===== src/rtl/ex_mem_stage.sv =====
// ex_mem_stage: EX->MEM pipeline register with a 2-entry skid buffer and branch resolution.
// Ports: clk/rst_n (async active-low); in_valid/in_ready with alu_out, zero_flag, store_data,
// dest_reg, mem_read, mem_write, reg_write, branch, branch_target; flush; out_valid/out_ready
// with out_alu, out_store_data, out_dest, out_mem_read, out_mem_write, out_reg_write;
// branch_taken/branch_pc. Optional macro EX_MEM_FWD_EN adds fwd_valid/fwd_dest/fwd_data.
module ex_mem_stage #(
    parameter int DATA_W = 32,
    parameter int REG_W  = 5
) (
    input  logic              clk,
    input  logic              rst_n,
    input  logic              in_valid,
    output logic              in_ready,
    input  logic [DATA_W-1:0] alu_out,
    input  logic              zero_flag,
    input  logic [DATA_W-1:0] store_data,
    input  logic [REG_W-1:0]  dest_reg,
    input  logic              mem_read,
    input  logic              mem_write,
    input  logic              reg_write,
    input  logic              branch,
    input  logic [DATA_W-1:0] branch_target,
    input  logic              flush,
    output logic              out_valid,
    input  logic              out_ready,
    output logic [DATA_W-1:0] out_alu,
    output logic [DATA_W-1:0] out_store_data,
    output logic [REG_W-1:0]  out_dest,
    output logic              out_mem_read,
    output logic              out_mem_write,
    output logic              out_reg_write,
    output logic              branch_taken,
    output logic [DATA_W-1:0] branch_pc
`ifdef EX_MEM_FWD_EN
    ,
    output logic              fwd_valid,
    output logic [REG_W-1:0]  fwd_dest,
    output logic [DATA_W-1:0] fwd_data
`endif
);
    localparam int EW = 2 * DATA_W + REG_W + 3;
    logic [EW-1:0] main_q, main_d, skid_q, skid_d, in_ent;
    logic main_v_q, main_v_d, skid_v_q, skid_v_d, bt_q, bt_d;
    logic [DATA_W-1:0] bpc_q, bpc_d;
    logic accept, drain, mr, mw, rw;
    assign in_ent = {alu_out, store_data, dest_reg, mem_read, mem_write, reg_write};
    assign in_ready = !skid_v_q;
    // a flushed accept is dropped entirely, including its branch pulse
    assign accept = in_valid && in_ready && !flush;
    assign drain = main_v_q && out_ready;
    always_comb begin
        main_d = main_q;
        skid_d = skid_q;
        main_v_d = main_v_q;
        skid_v_d = skid_v_q;
        if (drain && skid_v_q) begin
            main_d = skid_q;
            skid_v_d = 1'b0;
        end else if (accept && (!main_v_q || drain)) begin
            main_d = in_ent;
            main_v_d = 1'b1;
        end else if (accept) begin
            skid_d = in_ent;
            skid_v_d = 1'b1;
        end else if (drain) begin
            main_v_d = 1'b0;
        end
        if (flush) begin
            main_v_d = 1'b0;
            skid_v_d = 1'b0;
        end
        bt_d = accept && branch && zero_flag;
        bpc_d = bt_d ? branch_target : bpc_q;
    end
    always_ff @(posedge clk or negedge rst_n) begin
        if (!rst_n) begin
            main_q <= '0;
            skid_q <= '0;
            main_v_q <= 1'b0;
            skid_v_q <= 1'b0;
            bt_q <= 1'b0;
            bpc_q <= '0;
        end else begin
            main_q <= main_d;
            skid_q <= skid_d;
            main_v_q <= main_v_d;
            skid_v_q <= skid_v_d;
            bt_q <= bt_d;
            bpc_q <= bpc_d;
        end
    end
    assign {out_alu, out_store_data, out_dest, mr, mw, rw} = main_q;
    assign out_valid = main_v_q;
    assign out_mem_read = main_v_q && mr;
    assign out_mem_write = main_v_q && mw;
    assign out_reg_write = main_v_q && rw;
    assign branch_taken = bt_q;
    assign branch_pc = bpc_q;
`ifdef EX_MEM_FWD_EN
    assign fwd_valid = out_reg_write && !out_mem_read && (out_dest != '0);
    assign fwd_dest = out_dest;
    assign fwd_data = out_alu;
`endif
endmodule


===== config.mk =====
export PLATFORM = sky130hd
export DESIGN_NAME = ex_mem_stage
export DESIGN_NICKNAME = d
export VERILOG_FILES = /design/src/rtl/ex_mem_stage.sv
export SDC_FILE = /design/constraint.sdc
export NUM_CORES = 1
export LEC_CHECK = 0
export CORE_MARGIN = 3
export CORE_UTILIZATION = 52
export CTS_CLUSTER_DIAMETER = 120
export DETAILED_ROUTE_END_ITERATION = 6
export GPL_ROUTABILITY_DRIVEN = 0
export HOLD_SLACK_MARGIN = 0.03
export PLACE_DENSITY = 0.85
export SLEW_MARGIN = 5
export SYNTH_ARGS = -nofsm -noshare
export SYNTH_HDL_FRONTEND = slang
export SYNTH_SLANG_ARGS = --single-unit

===== constraint.sdc =====
create_clock -name clk -period 4.3 [get_ports clk]
set_clock_uncertainty 0.1 [all_clocks]
set_input_delay 0.645 -clock clk [delete_from_list [all_inputs] [get_ports clk]]
set_output_delay 0.645 -clock clk [all_outputs]
set_load 0.01 [all_outputs]

==> results.md, run 1 <==
- Dpl hpwl: 12.4 mm
- Max rail drop VDD: 0.360 mV
- Origin of the worst setup path: in_valid
- Worst R2R End: skid_q[16]
- Slowest cell delay on critical path: 540 ps
- Pwr/cell area: 492 nW/um^2
- Largest net degree at the start of global routing: 100
- Site row count: 44
- Synthesized Nets: 721
- Filler cell count: 984
- Antenna violations before repair: 0
- Number of global-route vias before repair: 5606
- Sequential fraction of design power: 46.2%
- Fraction of the cycle the final worst path needs: 64.7%
- Non-Filler Instances: 939
- Net Sw Frac: 26.5%
- Final max-slew violation count: 0
- Starting density of the core: 53.3%
- Diode insertion count for antenna repair: 0
- Layout area overhead: 30.1%
- Floorplan die height: 128 um
- Maximum clock insertion buffer count: 2
- Standby leakage power: 0.00446 uW
- Crit path arrival time: 2990 ps
- Cell type of the slowest stage on the worst timing path: clkdlybuf4s50_1
- Kind of critical path: in -> reg
- Number of cells on the worst reg-to-reg path: 4
- Series of cell instances along the critical path: clkdlybuf4s50_1, or3b_2, nor2_8, buf_12, mux2_2
- Clock power share: 30.4%
- Internal power of the cells: 3650 uW
- GRT Resource Usage Total: 22.5%
- Final routed DRC violation total: 0
- Post-synthesis cell type with the largest combined area: dfrtp_1
- Number of clock sinks: 179
- Endpoints failing hold: 0
- Power spent charging and discharging nets: 1320 uW
- Clock latency reported for the late side of the worst-skew pair: 420 ps
- Avg Synthesized Cell Area: 12.7 sq um
- Placed Cells incl. Taps: 907
- Antenna Violating Nets Remaining: 0
- Remaining global-route overflow: 0
- Largest fanout of any net on the critical path: 37
- Synthesized netlist cell count: 610
- Initial DRT Pass Iterations: 5
- Worst Path Required: 4500 ps
- Port Buf Inserts: 217
- Count of instances resized after the clock tree is built: 0
- DRC violation total after the first TritonRoute iteration: 317
- Slew headroom: 19.4%
- Via total after detailed routing: 5317
- Setup Fix Bufs, Post-CTS: 0
- Family with the most delay on the worst path: simple AND/OR/NAND/NOR gates
- Post-synthesis cell area: 7770 sq um
- Clock buffer count from CTS: 17
- Global-route wire length before repair: 29.1 mm
- Endpoints failing setup: 0
- Width of the chip: 128 um
- Total of warnings raised by yosys: 0
- Number of buffers added to fix hold violations after cts: 0
- Detail-routed net length per standard cell: 19.4 um
- Combinational fraction of design power: 23.4%
- Transition time at the pin with the least slew margin: 1210 ps
- NumNets Final: 853
- Synth top area cells: dfrtp_1 58%, mux2_2 14%, buf_4 7.0%, o32ai_1 5.6%, a21oi_1 3.3%
- Levels on crit path: 5
- Crit Reg-Reg Startpoint: skid_v_q
- Placed inst area: 9530 sq um
- Setup total negative slack: 0 ps
- Crit. End Element: register
- Maximum frequency from static timing analysis: 359 MHz
- Post-detailed-route via-to-cell ratio: 5.66
- Die area: 16400 sq um
- TritonCTS clock tree: done
- Kind of path behind the tightest hold check: in -> async
- Total routed wirelength: 18.3 mm
- H-tree levels: 4
- Buf+Inv Stages, Crit Path: 2
- Run status: finished, final reports clean
- Clk pin slew, worst setup/hold paths: 60 ps
- Core footprint: 14600 sq um
- Number of different library cells in the post-synthesis netlist: 23
- Worst reg2reg setup slack: 1760 ps
- Register bit count reported by yosys: 179
- Setup repair after global routing missed its margin: false
- Startpoint class of the critical path: primary input
- End point of the critical path: skid_q[16]
- Share of the yosys chip area belonging to registers: 57.6%
- Layout cell share with drive strength beyond 1: 18.9%
- Post-layout minimum cycle time: 2780 ps
- Top-level port count: 218
- Number of maximum-capacitance violations: 0
- Area share of the largest cell type after synthesis: 57.6%
- Clock tree root driver cell: clkbuf_16
- Non-Filler Cell Area, Final: 10100 sq um
-- per-layer routing --
metal	wire [um]	global-route usage, %
met5	0	0
met1	7370	28.4
met3	1100	5.71
met4	445	8.36
met2	9340	37.4
-- cells in the mapped netlist --
library cell,instances
a21oi_1,52
buf_6,7
nand2_1,1
clkbuf_1,30
a221o_1,22
buf_2,3
mux2_2,98
dfrtp_1,179
and2_1,3
nand2b_1,2
nand3_1,1
and3_1,24
o32ai_1,50
or3b_1,1
o211ai_1,1
mux2_1,6
nor2_8,1
buf_4,72
o21ai_0,1
inv_1,52
nor2b_1,2
a211oi_1,1
nor3b_1,1
-- power groups by stage --
stage	clock (uW)	combinational [uW]	sequential (uW)
finish	1510	1160	2300
global placement	0	1130	2290
floorplan	0	668	2290
global route	1610	1250	2340
CTS	1540	1180	2290
detailed placement	0	1170	2320
-- cell type report --
type,count,area (sq um),share of cell area (%)
Timing Repair Buffer,225,2260,22.3
Clock inverter,10,98.8,0.977
Inverter,52,195,1.93
Clock buffer,22,484,4.79
Tap cell,184,230,2.28
Multi-Input combinational cell,267,2370,23.4
Sequential cell,179,4480,44.3
-- worst reg2reg max path, stage by stage, from the launching register on --
cell     delay, ps
dfrtp_1        480
or3b_2         580
nor2_8         540
buf_12         340
mux2_2         390
-- state kept, by name, indices dropped and copies added, names as in the netlist --
| name | cells |
|---|---|
| branch_pc | 32 |
| branch_taken | 1 |
| skid_q | 72 |
| skid_v_q | 1 |
| main_q | 72 |
| out_valid | 1 |
-- per-stage QoR --
| stage | power (uW) | worst slack, ps | hold slack [ps] | util [%] |
|---|---|---|---|---|
| 2_1_floorplan | 2960 | 2260 | 249 | - |
| 3_3_place_gp | 3420 | 1150 | 368 | 65.3 |
| 3_5_place_dp | 3490 | 1080 | 382 | 65.3 |
| 4_1_cts | 5010 | 1530 | 250 | 69.3 |
| 5_1_grt | 5210 | 1460 | 263 | 69.3 |
| 6_report | 4970 | 1520 | 206 | 69.3 |
-- layout by cell type, fill, tap and decap left out, drive strengths merged, types with 5 or more instances in the layout --
| cell | count |
|---|---|
| a21oi | 52 |
| a221o | 22 |
| and3 | 24 |
| buf | 9 |
| clkbuf | 22 |
| clkdlybuf4s50 | 216 |
| clkinvlp | 5 |
| dfrtp | 179 |
| inv | 54 |
| mux2 | 104 |
| o32ai | 50 |
-- worst min path at each step --
stage	depth (start not counted)	slack, ps	end
6_report	1	210	main_q[47]
5_1_grt	1	260	main_q[47]
4_1_cts	1	250	main_q[47]
3_5_place_dp	1	380	skid_q[11]
3_3_place_gp	1	370	skid_q[43]
2_1_floorplan	0	250	branch_pc[0]
-- cells by family (layout without fill, tap and decap cells) --
| family | count (synthesis) | after routing | synth area share, % |
|---|---|---|---|
| buffers and inverters | 164 | 309 | 12.1 |
| multiplexers | 104 | 104 | 15.1 |
| flip-flops | 179 | 179 | 57.6 |
| AO/OA/AOI/OAI | 127 | 127 | 12.1 |
| AND/OR/NAND/NOR | 36 | 36 | 3.08 |
(Power assumes the default switching activity.)
==> run 2, diff against run 1 <==
CORE_UTILIZATION = 43   (was 52)
PLACE_DENSITY = 0.75   (was 0.85)
clock period = 2.3 ns   (was 4.3 ns; I/O delays follow)
==> run 2 against run 1 <==
Non-clock buffer count is 13 higher. First-iteration DRC count is 16% lower. Sequential power is 87% higher. Wire length is 2.1% higher. Register-to-register slack worse by 1500 ps. Clock power is 100% higher.
==> results.md, run 2 (synthesis results as in run 1) <==
- Run status: finished, final reports clean (unchanged)
- Setup Fix Bufs, Post-CTS: 0 (unchanged)
- Cell type of the slowest stage on the worst timing path: clkdlybuf4s50_1 (unchanged)
- Starting density of the core: 44.5% (was 53.3%)
- Worst slack at placement: -136 ps (was 1080 ps)
- Crit Reg-Reg Startpoint: skid_v_q (unchanged)
- Port Buf Inserts: 217 (unchanged)
- Layout area overhead: 33.3% (was 30.1%)
- Placed inst area: 9730 sq um (was 9530 sq um)
- Number of maximum-capacitance violations: 0 (unchanged)
- Clk pin slew, worst setup/hold paths: 60 ps (about the same)
- Internal power of the cells: 7050 uW (was 3650 uW)
- Core footprint: 17500 sq um (was 14600 sq um)
- Via total after detailed routing: 5234 (was 5317)
- Diode insertion count for antenna repair: 0 (unchanged)
- Power spent charging and discharging nets: 2460 uW (was 1320 uW)
- Dpl hpwl: 13.2 mm (was 12.4 mm)
- Sequential fraction of design power: 45.2% (was 46.2%)
- Antenna Violating Nets Remaining: 0 (unchanged)
- Filler cell count: 1410 (was 984)
- Kind of path behind the tightest hold check: in -> async (unchanged)
- Startpoint class of the critical path: register (was primary input)
- Fraction of the cycle the final worst path needs: 92.6%
- Largest net degree at the start of global routing: 59 (was 100)
- Non-Filler Instances: 992 (was 939)
- Power after layout: 9510 uW (was 4970 uW)
- Clock buffer count from CTS: 17 (unchanged)
- Setup repair after global routing missed its margin: false (unchanged)
- Slowest cell delay on critical path: 600 ps (was 540 ps)
- Clock power share: 31.7% (was 30.4%)
- Net Sw Frac: 25.8% (was 26.5%)
- Non-Filler Cell Area, Final: 10400 sq um (was 10100 sq um)
- Final routed DRC violation total: 0 (unchanged)
- Area used by sequential logic in the layout: 4480 sq um (unchanged)
- TritonCTS clock tree: done (unchanged)
- Combinational fraction of design power: 23.1% (was 23.4%)
- Clock latency reported for the late side of the worst-skew pair: 410 ps (was 420 ps)
- Total routed wirelength: 18.6 mm (was 18.3 mm)
- Largest fanout of any net on the critical path: 11 (was 37)
- Maximum clock insertion buffer count: 2 (unchanged)
- Standby leakage power: 0.00457 uW (was 0.00446 uW)
- Most common cell after layout, fill and taps aside: clkdlybuf4s50_1 (unchanged)
- Number of global-route vias before repair: 5612 (was 5606)
- Clock tree root driver cell: clkbuf_16 (unchanged)
- Global-route wire length before repair: 30.1 mm (was 29.1 mm)
- GRT Resource Usage Total: 19.1% (was 22.5%)
- Antenna violations before repair: 0 (unchanged)
- Origin of the worst setup path: out_valid (was in_valid)
- Most used cells in the layout excluding fill and tap cells: 216 x clkdlybuf4s50_1, 179 x dfrtp_1, 98 x mux2_2 (unchanged)
- Site row count: 48 (was 44)
- Detail-routed net length per standard cell: 18.8 um (was 19.4 um)
- Die area: 19700 sq um (was 16400 sq um)
- DRC violation total after the first TritonRoute iteration: 265 (was 317)
- Slew headroom: 20.8% (was 19.4%)
- Remaining global-route overflow: 0 (unchanged)
- Width of the chip: 140 um (was 128 um)
- Endpoints failing hold: 0 (unchanged)
- H-tree levels: 4 (unchanged)
- NumNets Final: 866 (was 853)
- Worst-case setup margin in the final layout: 171 ps (was 1520 ps)
- Series of cell instances along the critical path: buf_4, and2_1, clkdlybuf4s50_1 (was clkdlybuf4s50_1, or3b_2, nor2_8, buf_12, mux2_2)
- Worst Path Required: 1860 ps (was 4500 ps)
- Post-layout minimum cycle time: 2130 ps
- Crit. End Element: primary output (was register)
- Initial DRT Pass Iterations: 4 (was 5)
- Maximum frequency from static timing analysis: 470 MHz
- Post-detailed-route via-to-cell ratio: 5.28 (was 5.66)
- Top-level port count: 218 (unchanged)
- Area taken by multi-input logic gates: 2370 sq um (unchanged)
- Kind of critical path: reg -> out (was in -> reg)
- Transition time at the pin with the least slew margin: 1190 ps (was 1210 ps)
- Floorplan die height: 140 um (was 128 um)
- Max rail drop VDD: 0.548 mV (was 0.360 mV)
- Final max-slew violation count: 0 (unchanged)
- Crit path arrival time: 1680 ps (was 2990 ps)
- Endpoints failing setup: 0 (unchanged)
- Layout cell share with drive strength beyond 1: 20.2% (was 18.9%)
- Number of clock sinks: 179 (unchanged)
- Pwr/cell area: 918 nW/um^2 (was 492 nW/um^2)
- Placed Cells incl. Taps: 960 (was 907)
[run 2: repair_timing]
item	CTS	global route
gates resized for setup	0	0
hold endpoints to repair	46	0
hold buffers	1	0
[run 2: path summary, 6_finish.rpt]
path | end | slack [ps] | depth (start not counted)
setup / recovery | out_mem_write | 170 | 3
hold / removal | main_q[22] | 340 | 2
setup reg to reg | skid_q[58] | 260 | 4
hold reg to reg | skid_q[13] | 390 | 1
max in group asynchronous | main_q[6] | 1070 | 3
min in group clk | skid_q[13] | 390 | 1
[run 2: power groups by stage]
stage | Combinational (uW) | Clock [uW] | Sequential, uW
2_1_floorplan | 1250 | 0 | 4280
3_5_place_dp | 2220 | 0 | 4340
3_3_place_gp | 2140 | 0 | 4300
5_1_grt | 2360 | 3220 | 4390
6_report | 2190 | 3020 | 4300
4_1_cts | 2230 | 3090 | 4300
[run 2: per-stage QoR]
stage	hold WS (ps)	utilization (%)	setup TNS, ps
2_1_floorplan	-50.6	-	0
3_3_place_gp	217	55.7	-5450
3_5_place_dp	225	55.7	-8750
4_1_cts	340	59.2	0
5_1_grt	369	59.2	0
6_report	342	59.2	0
[run 2: metal layers]
layer | GRT usage [%] | vias up | wire length, um
met5 | 0 | - | 0
met4 | 7.55 | 0 | 428
met3 | 4.75 | 30 | 1160
met2 | 31.9 | 174 | 9330
met1 | 23.8 | 2635 | 7720
li1 | - | 2395 | -
[run 2: layout make-up]
class	count	area share [%]
inverter	52	1.88
tap	225	2.72
timing repair buffer	238	23.4
clock buffer	17	4.11
multi-input combinational	267	22.8
sequential	179	43.3
clock inverter	14	1.80
[run 2: critical path, delay by kind of cell, from the launching register on]
kind / cells / cell delay (ps)
and+or+nand+nor: 1 / 130
DFF: 1 / 360
buffers and inverters: 2 / 780
==> run 3, diff against run 2 <==
CORE_UTILIZATION = 57   (was 43)
DONT_BUFFER_PORTS = 1   (was default)
PLACE_DENSITY = 0.74   (was 0.75)
==> run 3 against run 2 <==
The flow now finishes with violations (negative hold slack). Clock power increased by 2%. Utilization increased by 9.2 points. Setup slack got worse by 12 ps. Critical path depth increased by 1. Combinational power decreased by 49%. Critical path type is now reg -> reg. Largest cell class unchanged. Highest routed layer unchanged.
==> results.md, run 3 (synthesis results as in run 1) <==
- Slew headroom: 16.7% (was 20.8%)
- Clk pin slew, worst setup/hold paths: 70 ps (was 60 ps)
- TritonCTS clock tree: done (unchanged)
- Crit path arrival time: 2330 ps (was 1680 ps)
- Maximum frequency from static timing analysis: 467 MHz (was 470 MHz)
- Post-detailed-route via-to-cell ratio: 6.11 (was 5.28)
- Count of instances resized after the clock tree is built: 0 (unchanged)
- Clock tree root driver cell: clkbuf_16 (unchanged)
- Setup repair after global routing missed its margin: false (unchanged)
- Startpoint class of the critical path: register (unchanged)
- Global-route wire length before repair: 28.6 mm (was 30.1 mm)
- Initial DRT Pass Iterations: 5 (was 4)
- Die area: 15100 sq um (was 19700 sq um)
- Power after layout: 8750 uW (was 9510 uW)
- Worst Path Required: 2490 ps (was 1860 ps)
- Buf+Inv Stages, Crit Path: 1 (was 2)
- Maximum clock insertion buffer count: 2 (unchanged)
- H-tree levels: 4 (unchanged)
- Final max-slew violation count: 0 (unchanged)
- Most used cells in the layout excluding fill and tap cells: 179 x dfrtp_1, 108 x dlygate4sd3_1, 98 x mux2_2 (was 216 x clkdlybuf4s50_1, 179 x dfrtp_1, 98 x mux2_2)
- Port Buf Inserts: 0 (was 217)
- Post-layout minimum cycle time: 2140 ps (was 2130 ps)
- Detail-routed net length per standard cell: 22.8 um (was 18.8 um)
- DRC violation total after the first TritonRoute iteration: 351 (was 265)
- Floorplan die height: 123 um (was 140 um)
- Dpl hpwl: 10.4 mm (was 13.2 mm)
- Diode insertion count for antenna repair: 0 (unchanged)
- Number of maximum-capacitance violations: 0 (unchanged)
- Placed inst area: 7390 sq um (was 9730 sq um)
- Layout cell share with drive strength beyond 1: 22.3% (was 20.2%)
- Setup total negative slack: 0 ps (unchanged)
- Standby leakage power: 0.00412 uW (was 0.00457 uW)
- Total routed wirelength: 18.9 mm (was 18.6 mm)
- Slowest cell delay on critical path: 570 ps (was 600 ps)
- Endpoints failing setup: 0 (unchanged)
- Clock latency reported for the late side of the worst-skew pair: 420 ps (was 410 ps)
- Final hold slack: -478 ps (was 342 ps)
- GRT Resource Usage Total: 24.6% (was 19.1%)
- Cell type of the slowest stage on the worst timing path: or3b_2 (was clkdlybuf4s50_1)
- Layout area overhead: 17.2% (was 33.3%)
- Run status: complete, but fails checks (was finished, final reports clean)
- Final routed DRC violation total: 0 (unchanged)
- Kind of critical path: reg -> reg (was reg -> out)
- Core footprint: 13300 sq um (was 17500 sq um)
- Starting density of the core: 58.4% (was 44.5%)
- Width of the chip: 123 um (was 140 um)
- Pwr/cell area: 961 nW/um^2 (was 918 nW/um^2)
- Via total after detailed routing: 5053 (was 5234)
- Top-level port count: 218 (unchanged)
- Clock buffer count from CTS: 17 (unchanged)
- Number of buffers added to fix hold violations after cts: 108 (was 1)
- Max rail drop VDD: 0.620 mV (was 0.548 mV)
- Number of clock sinks: 179 (unchanged)
- NumNets Final: 749 (was 866)
- Kind of path behind the tightest hold check: in -> async (unchanged)
- Violated checks: negative hold slack
- Fraction of the cycle the final worst path needs: 93.1% (was 92.6%)
- Number of global-route vias before repair: 5266 (was 5612)
- Remaining global-route overflow: 0 (unchanged)
- Site row count: 42 (was 48)
- Family with the most delay on the worst path: simple AND/OR/NAND/NOR gates (was buffers and inverters)
- Antenna violations before repair: 0 (unchanged)
- Endpoints failing hold: 179 (was 0)
- Antenna Violating Nets Remaining: 0 (unchanged)
- Most common cell after layout, fill and taps aside: dfrtp_1 (was clkdlybuf4s50_1)
- Largest fanout of any net on the critical path: 50 (was 11)
- Series of cell instances along the critical path: or3b_2, buf_4, o32ai_1, a21oi_1 (was buf_4, and2_1, clkdlybuf4s50_1)
- Setup Fix Bufs, Post-CTS: 0 (unchanged)
- Largest net degree at the start of global routing: 180 (was 59)
- Transition time at the pin with the least slew margin: 1240 ps (was 1190 ps)
- Crit. End Element: register (was primary output)
- Non-Filler Cell Area, Final: 9100 sq um (was 10400 sq um)
## run 3: power breakdown
| group | total [uW] | internal, uW | switching [uW] | leakage [uW] |
|---|---|---|---|---|
| sequential | 4570 | 3880 | 689 | 0.00212 |
| combinational | 1110 | 685 | 424 | 0.00170 |
| clock | 3070 | 1860 | 1210 | 0.000304 |
## run 3: routing by layer
metal  wire, um  share of wire [%]  GRT usage (%)
met2       9720                 52           39.7
met5          0                  0              0
met3       1520                8.1           9.12
met1       7270                 39           30.7
met4        351                1.9           8.47
## run 3: final cells by class
| class | instances | area [sq um] |
|---|---|---|
| clock buffer | 21 | 450 |
| clock inverter | 11 | 175 |
| fill | 871 | 4190 |
| inverter | 52 | 195 |
| multi-input combinational | 268 | 2370 |
| sequential | 179 | 4480 |
| tap | 176 | 220 |
| timing repair buffer | 120 | 1210 |
## run 3: path summary, 6_finish.rpt
check	slack, ps	cells after the start	startpoint	to
min reg2reg	390	1	skid_q[10]	skid_q[10]
min	-480	0	rst_n	skid_q[23]
max in group asynchronous	2240	0	rst_n	skid_q[29]
max	160	4	skid_v_q	main_q[13]
min in group clk	40	2	dest_reg[3]	main_q[6]
max reg2reg	160	4	skid_v_q	main_q[13]
## run 3: metrics by stage
step / util [%] / setup WS [ps] / instances / hold slack, ps
floorplan: - / 391 / 610 / -50.6
global placement: 55.6 / 254 / 686 / -44.7
detailed placement: 55.6 / 191 / 686 / -45.3
CTS: 68.4 / 193 / 826 / -500
global route: 68.5 / 74.1 / 827 / -509
finish: 68.5 / 159 / 827 / -478
